## src/rtl/fatori_fault_escalator_if.sv

```systemverilog
// Alert inputs and status outputs of the fatori fault escalator, grouped
// into one bundle. The escalator uses the slave view; the system side that
// raises alerts and reads status uses the master view.
interface fatori_fault_escalator_if #(
    parameter int N_MINOR = 4,
    parameter int N_MAJOR = 3,
    parameter int CNT_W   = 16,
    parameter int DUMP_W  = 160
);
    localparam int FM_W = $clog2(N_MAJOR + 1);

    // alert side
    logic [N_MINOR-1:0]       minor_i;
    logic [N_MAJOR-1:0]       major_i;
    logic                     clr_i;
    logic                     core_sleep_i;
    logic [DUMP_W-1:0]        crash_dump_i;

    // status / control side
    logic [3:0]               fetch_enable_o;
    logic                     core_reset_req_o;
    logic [N_MINOR-1:0]       minor_seen_o;
    logic [N_MAJOR-1:0]       major_seen_o;
    logic [N_MINOR*CNT_W-1:0] minor_cnt_o;
    logic [CNT_W-1:0]         major_cnt_o;
    logic [FM_W-1:0]          first_major_o;
    logic                     sleep_tmo_o;
    logic [2:0]               state_o;
    logic [DUMP_W-1:0]        crash_dump_o;

    modport slave (
        input  minor_i, major_i, clr_i, core_sleep_i, crash_dump_i,
        output fetch_enable_o, core_reset_req_o, minor_seen_o, major_seen_o,
               minor_cnt_o, major_cnt_o, first_major_o, sleep_tmo_o, state_o,
               crash_dump_o
    );

    modport master (
        output minor_i, major_i, clr_i, core_sleep_i, crash_dump_i,
        input  fetch_enable_o, core_reset_req_o, minor_seen_o, major_seen_o,
               minor_cnt_o, major_cnt_o, first_major_o, sleep_tmo_o, state_o,
               crash_dump_o
    );
endinterface

```

## src/rtl/fatori_fault_escalator.sv

```systemverilog
// Multi-channel fault manager beside the Ibex core.
// Counts minor/major alerts per channel (saturating, sticky flags), turns
// repeated minor alerts into a major event, and on the first major event
// halts fetch, waits for core sleep (bounded), then requests a timed reset.
// All state lives in one record stored three times and majority-voted.
// Optional feature: define FATORI_FM_CRASH_LATCH_EN to latch the crash dump
// on the first major event; otherwise crash_dump_o is tied to zero.
module fatori_fault_escalator #(
    parameter int N_MINOR        = 4,
    parameter int N_MAJOR        = 3,
    parameter int CNT_W          = 16,
    parameter int MINOR_ESC_TH   = 8,
    parameter bit RESET_ON_MAJOR = 1'b1,
    parameter bit WAIT_SLEEP     = 1'b1,
    parameter int SLEEP_TMO      = 1024,
    parameter int RST_LEN        = 4,
    parameter int DUMP_W         = 160
) (
    input  logic clk_i,
    input  logic rst_i,
    fatori_fault_escalator_if.slave bus
);

    localparam int FM_W    = $clog2(N_MAJOR + 1);
    localparam int TMR_MAX = (SLEEP_TMO > RST_LEN) ? SLEEP_TMO : RST_LEN;
    localparam int TM_W    = $clog2(TMR_MAX + 1);

    localparam logic [CNT_W-1:0] CNT_MAX = {CNT_W{1'b1}};
    localparam logic [32:0]      ESC_TH  = 33'(MINOR_ESC_TH);
    localparam bit               ESC_EN  = (MINOR_ESC_TH != 0);

    // Ibex multi-bit boolean encodings for fetch enable
    localparam logic [3:0] MUBI_ON  = 4'b0101;
    localparam logic [3:0] MUBI_OFF = 4'b1010;

    typedef enum logic [2:0] {
        ST_IDLE  = 3'd0,
        ST_HALT  = 3'd1,
        ST_WAIT  = 3'd2,
        ST_RESET = 3'd3,
        ST_LOCK  = 3'd4
    } state_e;

    // Complete state record; every field resets to zero (IDLE, fetch on).
    typedef struct packed {
        state_e                   state;
        logic [TM_W-1:0]          timer;
        logic                     fetch_off;
        logic                     sleep_tmo;
        logic [N_MINOR-1:0]       minor_seen;
        logic [N_MAJOR-1:0]       major_seen;
        logic [N_MINOR*CNT_W-1:0] minor_cnt;
        logic [CNT_W-1:0]         major_cnt;
        logic [CNT_W-1:0]         esc_cnt;
        logic                     fm_vld;
        logic [FM_W-1:0]          first_major;
`ifdef FATORI_FM_CRASH_LATCH_EN
        logic [DUMP_W-1:0]        dump;
`endif
    } regs_t;

    // Saturating add of a small increment to a counter value.
    function automatic logic [CNT_W-1:0] sat_add(input logic [CNT_W-1:0] a,
                                                 input logic [5:0]       b);
        logic [32:0] s;
        s = 33'(a) + 33'(b);
        if (s > 33'(CNT_MAX)) begin
            return CNT_MAX;
        end
        return s[CNT_W-1:0];
    endfunction

    // Number of minor alert bits set this cycle (at most 16).
    function automatic logic [5:0] popcnt(input logic [N_MINOR-1:0] v);
        logic [5:0] n;
        n = '0;
        for (int i = 0; i < N_MINOR; i++) begin
            n = n + 6'(v[i]);
        end
        return n;
    endfunction

    // Lowest set major channel; N_MAJOR when none is set (escalation only).
    function automatic logic [FM_W-1:0] first_idx(input logic [N_MAJOR-1:0] v);
        logic [FM_W-1:0] idx;
        idx = FM_W'(N_MAJOR);
        for (int i = N_MAJOR - 1; i >= 0; i--) begin
            if (v[i]) begin
                idx = FM_W'(i);
            end
        end
        return idx;
    endfunction

    regs_t r_a, r_b, r_c;
    regs_t w_q, w_d;

    logic                     w_esc_pulse;
    logic                     w_major_evt;
    logic                     w_first_evt;
    logic                     w_tmo_set;
    logic                     w_illegal;
    state_e                   w_state_d;
    logic [TM_W-1:0]          w_timer_d;
    logic [N_MINOR*CNT_W-1:0] w_minor_cnt_d;
    logic [N_MINOR-1:0]       w_minor_seen_d;
    logic [N_MAJOR-1:0]       w_major_seen_d;
    logic [CNT_W-1:0]         w_major_cnt_d;
    logic [CNT_W-1:0]         w_esc_cnt_d;
    logic                     w_fm_vld_d;
    logic [FM_W-1:0]          w_first_major_d;

    // Majority vote across the three stored copies.
    assign w_q = regs_t'((r_a & r_b) | (r_b & r_c) | (r_a & r_c));

    // Escalation fires for one cycle once the accumulated minor count has
    // reached the threshold; it is folded into the major event.
    assign w_esc_pulse = ESC_EN && (33'(w_q.esc_cnt) >= ESC_TH);
    assign w_major_evt = (|bus.major_i) | w_esc_pulse;
    assign w_first_evt = w_major_evt && !w_q.fetch_off;

    // State register: three identical copies, synchronous reset to zero.
    always_ff @(posedge clk_i) begin
        if (rst_i) begin
            r_a <= '0;
            r_b <= '0;
            r_c <= '0;
        end else begin
            r_a <= w_d;
            r_b <= w_d;
            r_c <= w_d;
        end
    end

    // FSM next state and shared WAIT/RESET cycle timer.
    always_comb begin
        w_state_d = w_q.state;
        w_timer_d = w_q.timer;
        w_tmo_set = 1'b0;
        w_illegal = 1'b0;
        case (w_q.state)
            ST_IDLE: begin
                if (w_major_evt) begin
                    w_state_d = ST_HALT;
                end
            end
            ST_HALT: begin
                if (RESET_ON_MAJOR) begin
                    w_timer_d = '0;
                    w_state_d = WAIT_SLEEP ? ST_WAIT : ST_RESET;
                end
            end
            ST_WAIT: begin
                // sleep has priority over a timeout in the same cycle
                if (bus.core_sleep_i) begin
                    w_state_d = ST_RESET;
                    w_timer_d = '0;
                end else if (w_q.timer == TM_W'(SLEEP_TMO - 1)) begin
                    w_state_d = ST_RESET;
                    w_timer_d = '0;
                    w_tmo_set = 1'b1;
                end else begin
                    w_timer_d = w_q.timer + TM_W'(1);
                end
            end
            ST_RESET: begin
                if (w_q.timer == TM_W'(RST_LEN - 1)) begin
                    w_state_d = ST_LOCK;
                end else begin
                    w_timer_d = w_q.timer + TM_W'(1);
                end
            end
            ST_LOCK: begin
                w_state_d = ST_LOCK;
            end
            default: begin
                // corrupted encoding: park safely with fetch disabled
                w_state_d = ST_LOCK;
                w_illegal = 1'b1;
            end
        endcase
    end

    // Per-channel counters, sticky flags and escalation accumulator.
    // A clear in the same cycle as an event restarts from that event.
    always_comb begin
        w_minor_cnt_d  = w_q.minor_cnt;
        w_minor_seen_d = bus.clr_i ? bus.minor_i : (w_q.minor_seen | bus.minor_i);
        w_major_seen_d = bus.clr_i ? bus.major_i : (w_q.major_seen | bus.major_i);
        for (int i = 0; i < N_MINOR; i++) begin
            w_minor_cnt_d[i*CNT_W +: CNT_W] =
                sat_add(bus.clr_i ? {CNT_W{1'b0}} : w_q.minor_cnt[i*CNT_W +: CNT_W],
                        6'(bus.minor_i[i]));
        end
        w_major_cnt_d = sat_add(bus.clr_i ? {CNT_W{1'b0}} : w_q.major_cnt,
                                6'(w_major_evt));
        if (w_esc_pulse) begin
            w_esc_cnt_d = '0;
        end else begin
            w_esc_cnt_d = sat_add(bus.clr_i ? {CNT_W{1'b0}} : w_q.esc_cnt,
                                  popcnt(bus.minor_i));
        end
    end

    // First-cause capture; re-armed by clear, but a same-cycle event wins.
    always_comb begin
        w_fm_vld_d      = w_q.fm_vld;
        w_first_major_d = w_q.first_major;
        if (w_major_evt && (!w_q.fm_vld || bus.clr_i)) begin
            w_fm_vld_d      = 1'b1;
            w_first_major_d = first_idx(bus.major_i);
        end else if (bus.clr_i) begin
            w_fm_vld_d      = 1'b0;
            w_first_major_d = '0;
        end
    end

    // Assemble the next state record.
    always_comb begin
        w_d             = '0;
        w_d.state       = w_state_d;
        w_d.timer       = w_timer_d;
        w_d.fetch_off   = w_q.fetch_off | w_major_evt | w_illegal;
        w_d.sleep_tmo   = w_q.sleep_tmo | w_tmo_set;
        w_d.minor_seen  = w_minor_seen_d;
        w_d.major_seen  = w_major_seen_d;
        w_d.minor_cnt   = w_minor_cnt_d;
        w_d.major_cnt   = w_major_cnt_d;
        w_d.esc_cnt     = w_esc_cnt_d;
        w_d.fm_vld      = w_fm_vld_d;
        w_d.first_major = w_first_major_d;
`ifdef FATORI_FM_CRASH_LATCH_EN
        w_d.dump        = w_first_evt ? bus.crash_dump_i : w_q.dump;
`endif
    end

    assign bus.fetch_enable_o   = w_q.fetch_off ? MUBI_OFF : MUBI_ON;
    assign bus.core_reset_req_o = (w_q.state == ST_RESET);
    assign bus.minor_seen_o     = w_q.minor_seen;
    assign bus.major_seen_o     = w_q.major_seen;
    assign bus.minor_cnt_o      = w_q.minor_cnt;
    assign bus.major_cnt_o      = w_q.major_cnt;
    assign bus.first_major_o    = w_q.first_major;
    assign bus.sleep_tmo_o      = w_q.sleep_tmo;
    assign bus.state_o          = w_q.state;

`ifdef FATORI_FM_CRASH_LATCH_EN
    logic w_unused_first;
    assign w_unused_first   = 1'b0;
    assign bus.crash_dump_o = w_q.dump;
`else
    logic w_unused_first;
    logic w_unused_dump;
    assign w_unused_first   = w_first_evt;
    assign w_unused_dump    = ^bus.crash_dump_i;
    assign bus.crash_dump_o = '0;
`endif

endmodule

```

## src/flat_wrapper.sv

```systemverilog
// flat-port wrapper written by rule: the top's interface ports become plain ports
module fatori_fault_escalator_flat 
#(
    parameter int N_MINOR        = 4,
    parameter int N_MAJOR        = 3,
    parameter int CNT_W          = 16,
    parameter int MINOR_ESC_TH   = 8,
    parameter bit RESET_ON_MAJOR = 1'b1,
    parameter bit WAIT_SLEEP     = 1'b1,
    parameter int SLEEP_TMO      = 1024,
    parameter int RST_LEN        = 4,
    parameter int DUMP_W         = 160
)
  (clk_i, rst_i, bus_minor_i, bus_major_i, bus_clr_i, bus_core_sleep_i, bus_crash_dump_i, bus_fetch_enable_o, bus_core_reset_req_o, bus_minor_seen_o, bus_major_seen_o, bus_minor_cnt_o, bus_major_cnt_o, bus_first_major_o, bus_sleep_tmo_o, bus_state_o, bus_crash_dump_o);
  fatori_fault_escalator_if #(.N_MINOR(N_MINOR), .N_MAJOR(N_MAJOR), .CNT_W(CNT_W), .DUMP_W(DUMP_W)) bus_i ();
  input  logic clk_i;
  input  logic rst_i;
  input wire logic [$bits(bus_i.minor_i)-1:0] bus_minor_i;
  input wire logic [$bits(bus_i.major_i)-1:0] bus_major_i;
  input wire logic [$bits(bus_i.clr_i)-1:0] bus_clr_i;
  input wire logic [$bits(bus_i.core_sleep_i)-1:0] bus_core_sleep_i;
  input wire logic [$bits(bus_i.crash_dump_i)-1:0] bus_crash_dump_i;
  output wire logic [$bits(bus_i.fetch_enable_o)-1:0] bus_fetch_enable_o;
  output wire logic [$bits(bus_i.core_reset_req_o)-1:0] bus_core_reset_req_o;
  output wire logic [$bits(bus_i.minor_seen_o)-1:0] bus_minor_seen_o;
  output wire logic [$bits(bus_i.major_seen_o)-1:0] bus_major_seen_o;
  output wire logic [$bits(bus_i.minor_cnt_o)-1:0] bus_minor_cnt_o;
  output wire logic [$bits(bus_i.major_cnt_o)-1:0] bus_major_cnt_o;
  output wire logic [$bits(bus_i.first_major_o)-1:0] bus_first_major_o;
  output wire logic [$bits(bus_i.sleep_tmo_o)-1:0] bus_sleep_tmo_o;
  output wire logic [$bits(bus_i.state_o)-1:0] bus_state_o;
  output wire logic [$bits(bus_i.crash_dump_o)-1:0] bus_crash_dump_o;
  assign bus_i.minor_i = bus_minor_i;
  assign bus_i.major_i = bus_major_i;
  assign bus_i.clr_i = bus_clr_i;
  assign bus_i.core_sleep_i = bus_core_sleep_i;
  assign bus_i.crash_dump_i = bus_crash_dump_i;
  assign bus_fetch_enable_o = bus_i.fetch_enable_o;
  assign bus_core_reset_req_o = bus_i.core_reset_req_o;
  assign bus_minor_seen_o = bus_i.minor_seen_o;
  assign bus_major_seen_o = bus_i.major_seen_o;
  assign bus_minor_cnt_o = bus_i.minor_cnt_o;
  assign bus_major_cnt_o = bus_i.major_cnt_o;
  assign bus_first_major_o = bus_i.first_major_o;
  assign bus_sleep_tmo_o = bus_i.sleep_tmo_o;
  assign bus_state_o = bus_i.state_o;
  assign bus_crash_dump_o = bus_i.crash_dump_o;
  fatori_fault_escalator #(.N_MINOR(N_MINOR), .N_MAJOR(N_MAJOR), .CNT_W(CNT_W), .MINOR_ESC_TH(MINOR_ESC_TH), .RESET_ON_MAJOR(RESET_ON_MAJOR), .WAIT_SLEEP(WAIT_SLEEP), .SLEEP_TMO(SLEEP_TMO), .RST_LEN(RST_LEN), .DUMP_W(DUMP_W)) u_core (.clk_i(clk_i), .rst_i(rst_i), .bus(bus_i));
endmodule
```

## config.mk

```make
export PLATFORM = sky130hd
export DESIGN_NAME = fatori_fault_escalator_flat
export DESIGN_NICKNAME = d
export VERILOG_FILES = /design/src/rtl/fatori_fault_escalator_if.sv /design/src/rtl/fatori_fault_escalator.sv /design/src/flat_wrapper.sv
export SDC_FILE = /design/constraint.sdc
export NUM_CORES = 1
export LEC_CHECK = 0
export BUFFER_PORTS_ARGS = -buffer_cell sky130_fd_sc_hd__buf_2
export CAP_MARGIN = 20
export CORE_AREA = 3 3 165 167
export CTS_CLUSTER_DIAMETER = 40
export DETAILED_ROUTE_END_ITERATION = 8
export DIE_AREA = 0 0 168 170
export SYNTH_ARGS = -nofsm -noshare
export SYNTH_HDL_FRONTEND = slang
export SYNTH_SLANG_ARGS = --single-unit
```

## constraint.sdc

```tcl
create_clock -name clk_i -period 2.5 [get_ports clk_i]
set_clock_uncertainty 0.2 [all_clocks]
set_input_delay 0.125 -clock clk_i [delete_from_list [all_inputs] [get_ports clk_i]]
set_output_delay 0.125 -clock clk_i [all_outputs]
set_load 0.01 [all_outputs]
```

== Word level (Yosys, flattened, before mapping) ==
Cells that the tools add are included.

* Register bits: 122
* Output and inout bits: 258
* Word-level logic and storage cells: 98

* Add/sub/neg operators: 10
* Order comparisons: 7
* Equality and inequality tests: 6
* Multiplexer cells: 48
* Bitwise logic cells: 9
* Reductions and logical operators: 7

{| class="wikitable"
|+ Operator list
! cell !! number
|-
| $mux 16 || 18
|-
| $or 122x122->122 || 2
|-
| $gt 33x16->1 const B || 6
|-
| $and 122x122->122 || 1
|-
| $add 16x1->17 || 5
|-
| $mux 11 || 3
|-
| $pmux 11 s3 || 1
|-
| $add 16x6->17 || 1
|-
| $ge 16x4->1 const B || 1
|-
| $mux 3 || 5
|-
| $mux 1 || 14
|-
| $add 6x1->6 || 2
|-
| $pmux 3 s4 || 1
|-
| $add 11x1->11 const B || 1
|-
| $eq 11x10->1 const B || 1
|-
| $eq 11x2->1 const B || 1
|-
| $mux 2 || 4
|-
| $mux 4 || 2
|-
| $eq 3x2->1 const B || 2
|-
| $reduce_or 5->1 || 1
|-
| $or 1x1->1 || 4
|-
| $or 4x4->4 || 1
|-
| $eq 3x1->1 const B || 1
|-
| $eq 3x3->1 const B || 1
|-
| 8 further kinds || 8
|}

== Depth between registers and ports, before layout ==
* Word-level depth: 9
* Depth in mapped cells: 12
* Gate-level depth less buffers: 11

== Least setup slack after synthesis ==
No wires, ideal clock.

* Path type: reg2reg
* From: register u_core.r_b[17] (netlist bit)
* To: register u_core.r_b[22] (netlist bit)
* Arrival: 2,223 ps
* Data required time: 2,168 ps
* Slack: -55 ps
* Cell stages (with the launch flop): 12
* Clock period less this slack: 2,555 ps
* Path through: dfxtp_1 -> nor4_1 -> nand4_1 -> nor4_2 -> inv_1 -> ha_1 -> ha_1 -> and4_1 -> nand2_2 -> or3_4 -> buf_2 -> a21oi_1

* Word-level cells in the longest chain between the ends: 9

{| class="wikitable"
|+ RTL lines
! element !! line !! text
|-
| start, declared || fatori_fault_escalator.sv:95 || <nowiki>regs_t r_a, r_b, r_c;</nowiki>
|-
| start signal, assigned || fatori_fault_escalator.sv:130 || <nowiki>r_b <= w_d;</nowiki>
|-
| $and 122x122->122 (*) || fatori_fault_escalator.sv:114 || <nowiki>assign w_q = regs_t'((r_a & r_b) | (r_b & r_c) | (r_a & r_c));</nowiki>
|-
| $or 122x122->122 || fatori_fault_escalator.sv:114 ||
|-
| $or 122x122->122 (*) || fatori_fault_escalator.sv:114 ||
|-
| $ge 16x4->1 (*) || fatori_fault_escalator.sv:118 || <nowiki>assign w_esc_pulse = ESC_EN && (33'(w_q.esc_cnt) >= ESC_TH);</nowiki>
|-
| $or 1x1->1 (*) || fatori_fault_escalator.sv:119 || <nowiki>assign w_major_evt = (|bus.major_i) | w_esc_pulse;</nowiki>
|-
| $add 16x1->17 (*) || fatori_fault_escalator.sv:66 || <nowiki>s = 33'(a) + 33'(b);</nowiki>
|-
| $gt 33x16->1 || fatori_fault_escalator.sv:67 || <nowiki>if (s > 33'(CNT_MAX)) begin</nowiki>
|-
| $mux 1 || fatori_fault_escalator.sv:67 ||
|-
| $mux 16 (*) || fatori_fault_escalator.sv:70 || <nowiki>return s[CNT_W-1:0];</nowiki>
|}

Mark *: on every way between the ends. The rest lies on a longest branch, timed or not.
A chain may end at the register's enable or synchronous reset.

== Worst setup path in the final report ==
* From: register u_core.r_b[12] (netlist bit)
* To: register u_core.r_b[24] (netlist bit)

Same word-level chain as after synthesis.

==> impl_metrics.ini <==
[power]
p_per_area_nw_per_um2 = 575
p_int_mw = 3.45
pwr-share-comb_pct = 8.3
p_sw_share_pct = 29.1
cellLeakagePower_nw = 3.96
p_total_mw = 4.86
pwr-share-clk_pct = 50.4
irDropWorstVdd_mv = 0.330
pwr-share-seq_pct = 41.3
switchingPower_mw = 1.41

[sta]
finalMaxSlewViolations = 0
hold_viol_final = 0
max_freq_mhz = 405
min_period_over_period_pct = 98.7
hold_slack_ns = 0.145
tightest_slew_ns = 0.554
slew_headroom_pct = 63.1
period_minus_slack_ns = 2.47
finalSetupViolCount = 0
rsz0062_at_grt = true

[detailed_routing]
vias = 5583
drt-pass1-iter-count = 4
routed_wl_um = 17000
drt_iter0_markers = 282
viasPerCell = 4.31
ant_nets = 0
drc = 0
routedWlPerCell_um = 13.1

[logic_synthesis]
syn_area_sq_um = 7870
synth-edff-count = 0
synth_cell_types = 78
synth.yosys.seq_area_share_pct = 31.0
syn_inst = 896
ys_ff_latch = 122
async_flop_share_pct = 0
yosys_warnings = 0
avgSynthCellArea_sq_um = 8.78
yosys_most_used_dff = dfxtp_1

[run]
cap_viol_max_count = 0

[final_layout]
syn_to_final_growth_pct = 7.44
final_cells = 1294
final_common_cell = conb_1
nNetsFinal = 1136
fillCellCount = 2697
post-route-util_pct = 32.6
antenna_cells = 0
layout_common_cells = conb_1, dfxtp_1, buf_2, a21oi_1, nand2_1
drive_above_1_share_pct = 23.6

[placed_design]
io_buffers = 108
gp_congestion = 0.762
place_hpwl_um = 12300
placed_cells = 1247

[global_route]
track_usage_pct = 11.4
antenna_found_initial = 0
grt_max_degree = 43
grt_pass1_wl_um = 26200
grt_pass1_vias = 4978
grt_overflow = 0

[clocking]
cts_tree = yes
clock_latency_ns = 0.41
cts_sinks = 122
clkTransAtPathRegs_ns = 0.07
cts_max_level = 4
clockBufferDepth = 2
clock-root-buffer = clkbuf_16
cts_buffers = 17

[critical_path]
r2r-end = u_core.r_b[24]$_SDFF_PP0_
timing.rr.start = u_core.r_b[12]$_SDFF_PP0_
rrSetupSlack_ns = 0.03
cp-start-kind = register
worstSetupPathType = reg -> reg
cp_max_fo = 4
crit_arrival_ns = 2.54
crit_required_ns = 2.58
reg2regPathDepth = 11
worstSetupEndpointType = register

[run_status]
outcome = completed

[worst_hold_path]
whs_endpoint = u_core.r_b[2]$_SDFF_PP0_
min_path_cells = 5
hp-class = in -> reg
hp-start = bus_major_i[1]

[floorplanning]
start_util_pct = 30.4
chipWidth_um = 168
core.rowCount = 59
fp.dieH_um = 170
pin_count = 429
die_area_sq_um = 28600
core_area_sq_um = 25900
[kinds of logic after synthesis]
logic type               synth area share, %
flip-flops                              31.0
adder cells (fa/ha/maj)                 3.21
AND/OR/NAND/NOR                         21.0
buffers and inverters                   27.2
multiplexers                           0.652
AO/OA/AOI/OAI                           10.4
other                                 0.0477
XOR/XNOR                                6.46
[how the worst max path moves through the flow]
stage / startpoint / to / slack, ns / cells past startpoint
6_report: u_core.r_b[12]$_SDFF_PP0_ / u_core.r_b[24]$_SDFF_PP0_ / 0.03 / 11
3_3_place_gp: u_core.r_b[6]$_SDFF_PP0_ / u_core.r_b[19]$_SDFF_PP0_ / -0.36 / 10
2_1_floorplan: u_core.r_b[6]$_SDFF_PP0_ / u_core.r_b[22]$_SDFF_PP0_ / 0.01 / 11
3_5_place_dp: u_core.r_b[6]$_SDFF_PP0_ / u_core.r_b[33]$_SDFF_PP0_ / -0.40 / 11
5_1_grt: u_core.r_b[17]$_SDFF_PP0_ / u_core.r_b[33]$_SDFF_PP0_ / -0.14 / 12
4_1_cts: u_core.r_b[12]$_SDFF_PP0_ / u_core.r_b[33]$_SDFF_PP0_ / -0.03 / 12
[cell usage after synthesis, types with 4 or more instances]
master	count	share of area (%)
a31oi_1	8	0.64
nand4_1	18	1.4
inv_1	24	1.1
o22ai_1	10	0.80
mux2i_1	4	0.51
nand4b_4	4	1.2
and3_1	9	0.72
ha_1	17	2.7
nor3_1	14	0.89
buf_2	5	0.32
buf_1	4	0.19
nand2_1	45	2.1
and4_1	4	0.45
nor2b_1	29	2.3
nor2_1	39	1.9
xnor2_1	32	3.6
nor4_4	6	1.6
buf_4	257	25
a21oi_1	68	4.3
nand3b_1	4	0.38
xor2_1	26	2.9
dfxtp_1	122	31
and2_1	6	0.48
o21ai_0	9	0.57
and4b_1	4	0.51
nor3b_1	4	0.38
nand3_1	29	1.8
clkbuf_1	15	0.72
nor4_1	6	0.48
[registers in the layout, summed over array words and instances (netlist names)]
| signal | flops |
|---|---|
| u_core.r_b | 120 |
| u_core.r_c | 2 |
[metrics by stage]
step | instance area, sq um | TNS [ns] | worst slack [ns]
after floorplan | 8530 | 0 | 0.0100
after global placement | 7610 | -5.24 | -0.358
after detailed placement | 7610 | -5.76 | -0.403
after CTS | 8360 | -0.0429 | -0.0342
after global routing | 8450 | -1.74 | -0.144
final | 8450 | 0 | 0.0320
[power groups by stage]
stage                     sequential, mW  clock (mW)  combinational, mW
after floorplan                     2.04           0              0.491
after global placement              2.05           0              0.380
after detailed placement            2.05           0              0.383
after CTS                           2.00        2.54              0.398
after global routing                2.01        2.62              0.452
final                               2.01        2.45              0.404
[per-layer routing]
layer | routed length [um] | global-route usage [%]
met5 | 0 | 0
met4 | 132 | 3.45
met3 | 1310 | 3.23
met2 | 7460 | 17.6
met1 | 8060 | 15.7
[worst max-delay path: stages, from the launching register on]
cell and delay (ns):
dfxtp_1 0.32, nor4_2 0.26, nand4_1 0.23, nor4_4 0.18, buf_4 0.19, inv_4 0.05, ha_4 0.15, and2_4 0.15
nor3b_4 0.16, buf_4 0.16, xnor2_1 0.19, a21oi_2 0.08
[final cells by class]
class                           count  area [sq um]  share of cell area (%)
Multi-Input combinational cell    638          4050                    47.9
Sequential cell                   122          2440                    28.9
Timing Repair Buffer              142           850                    10.0
Clock buffer                       17           425                    5.03
Tap cell                          335           419                    4.96
Clock inverter                     15           169                    2.00
Inverter                           25          96.3                    1.14
[repair_timing]
action	in CTS	in global routing
hold buffers	10	0
setup endpoints to repair	16	20
cloned	1	0
endpoints found under the hold margin	15	0
pin swaps	7	6
gates resized for setup	6	19
buffers inserted	1	3
(Power assumes the default switching activity.)
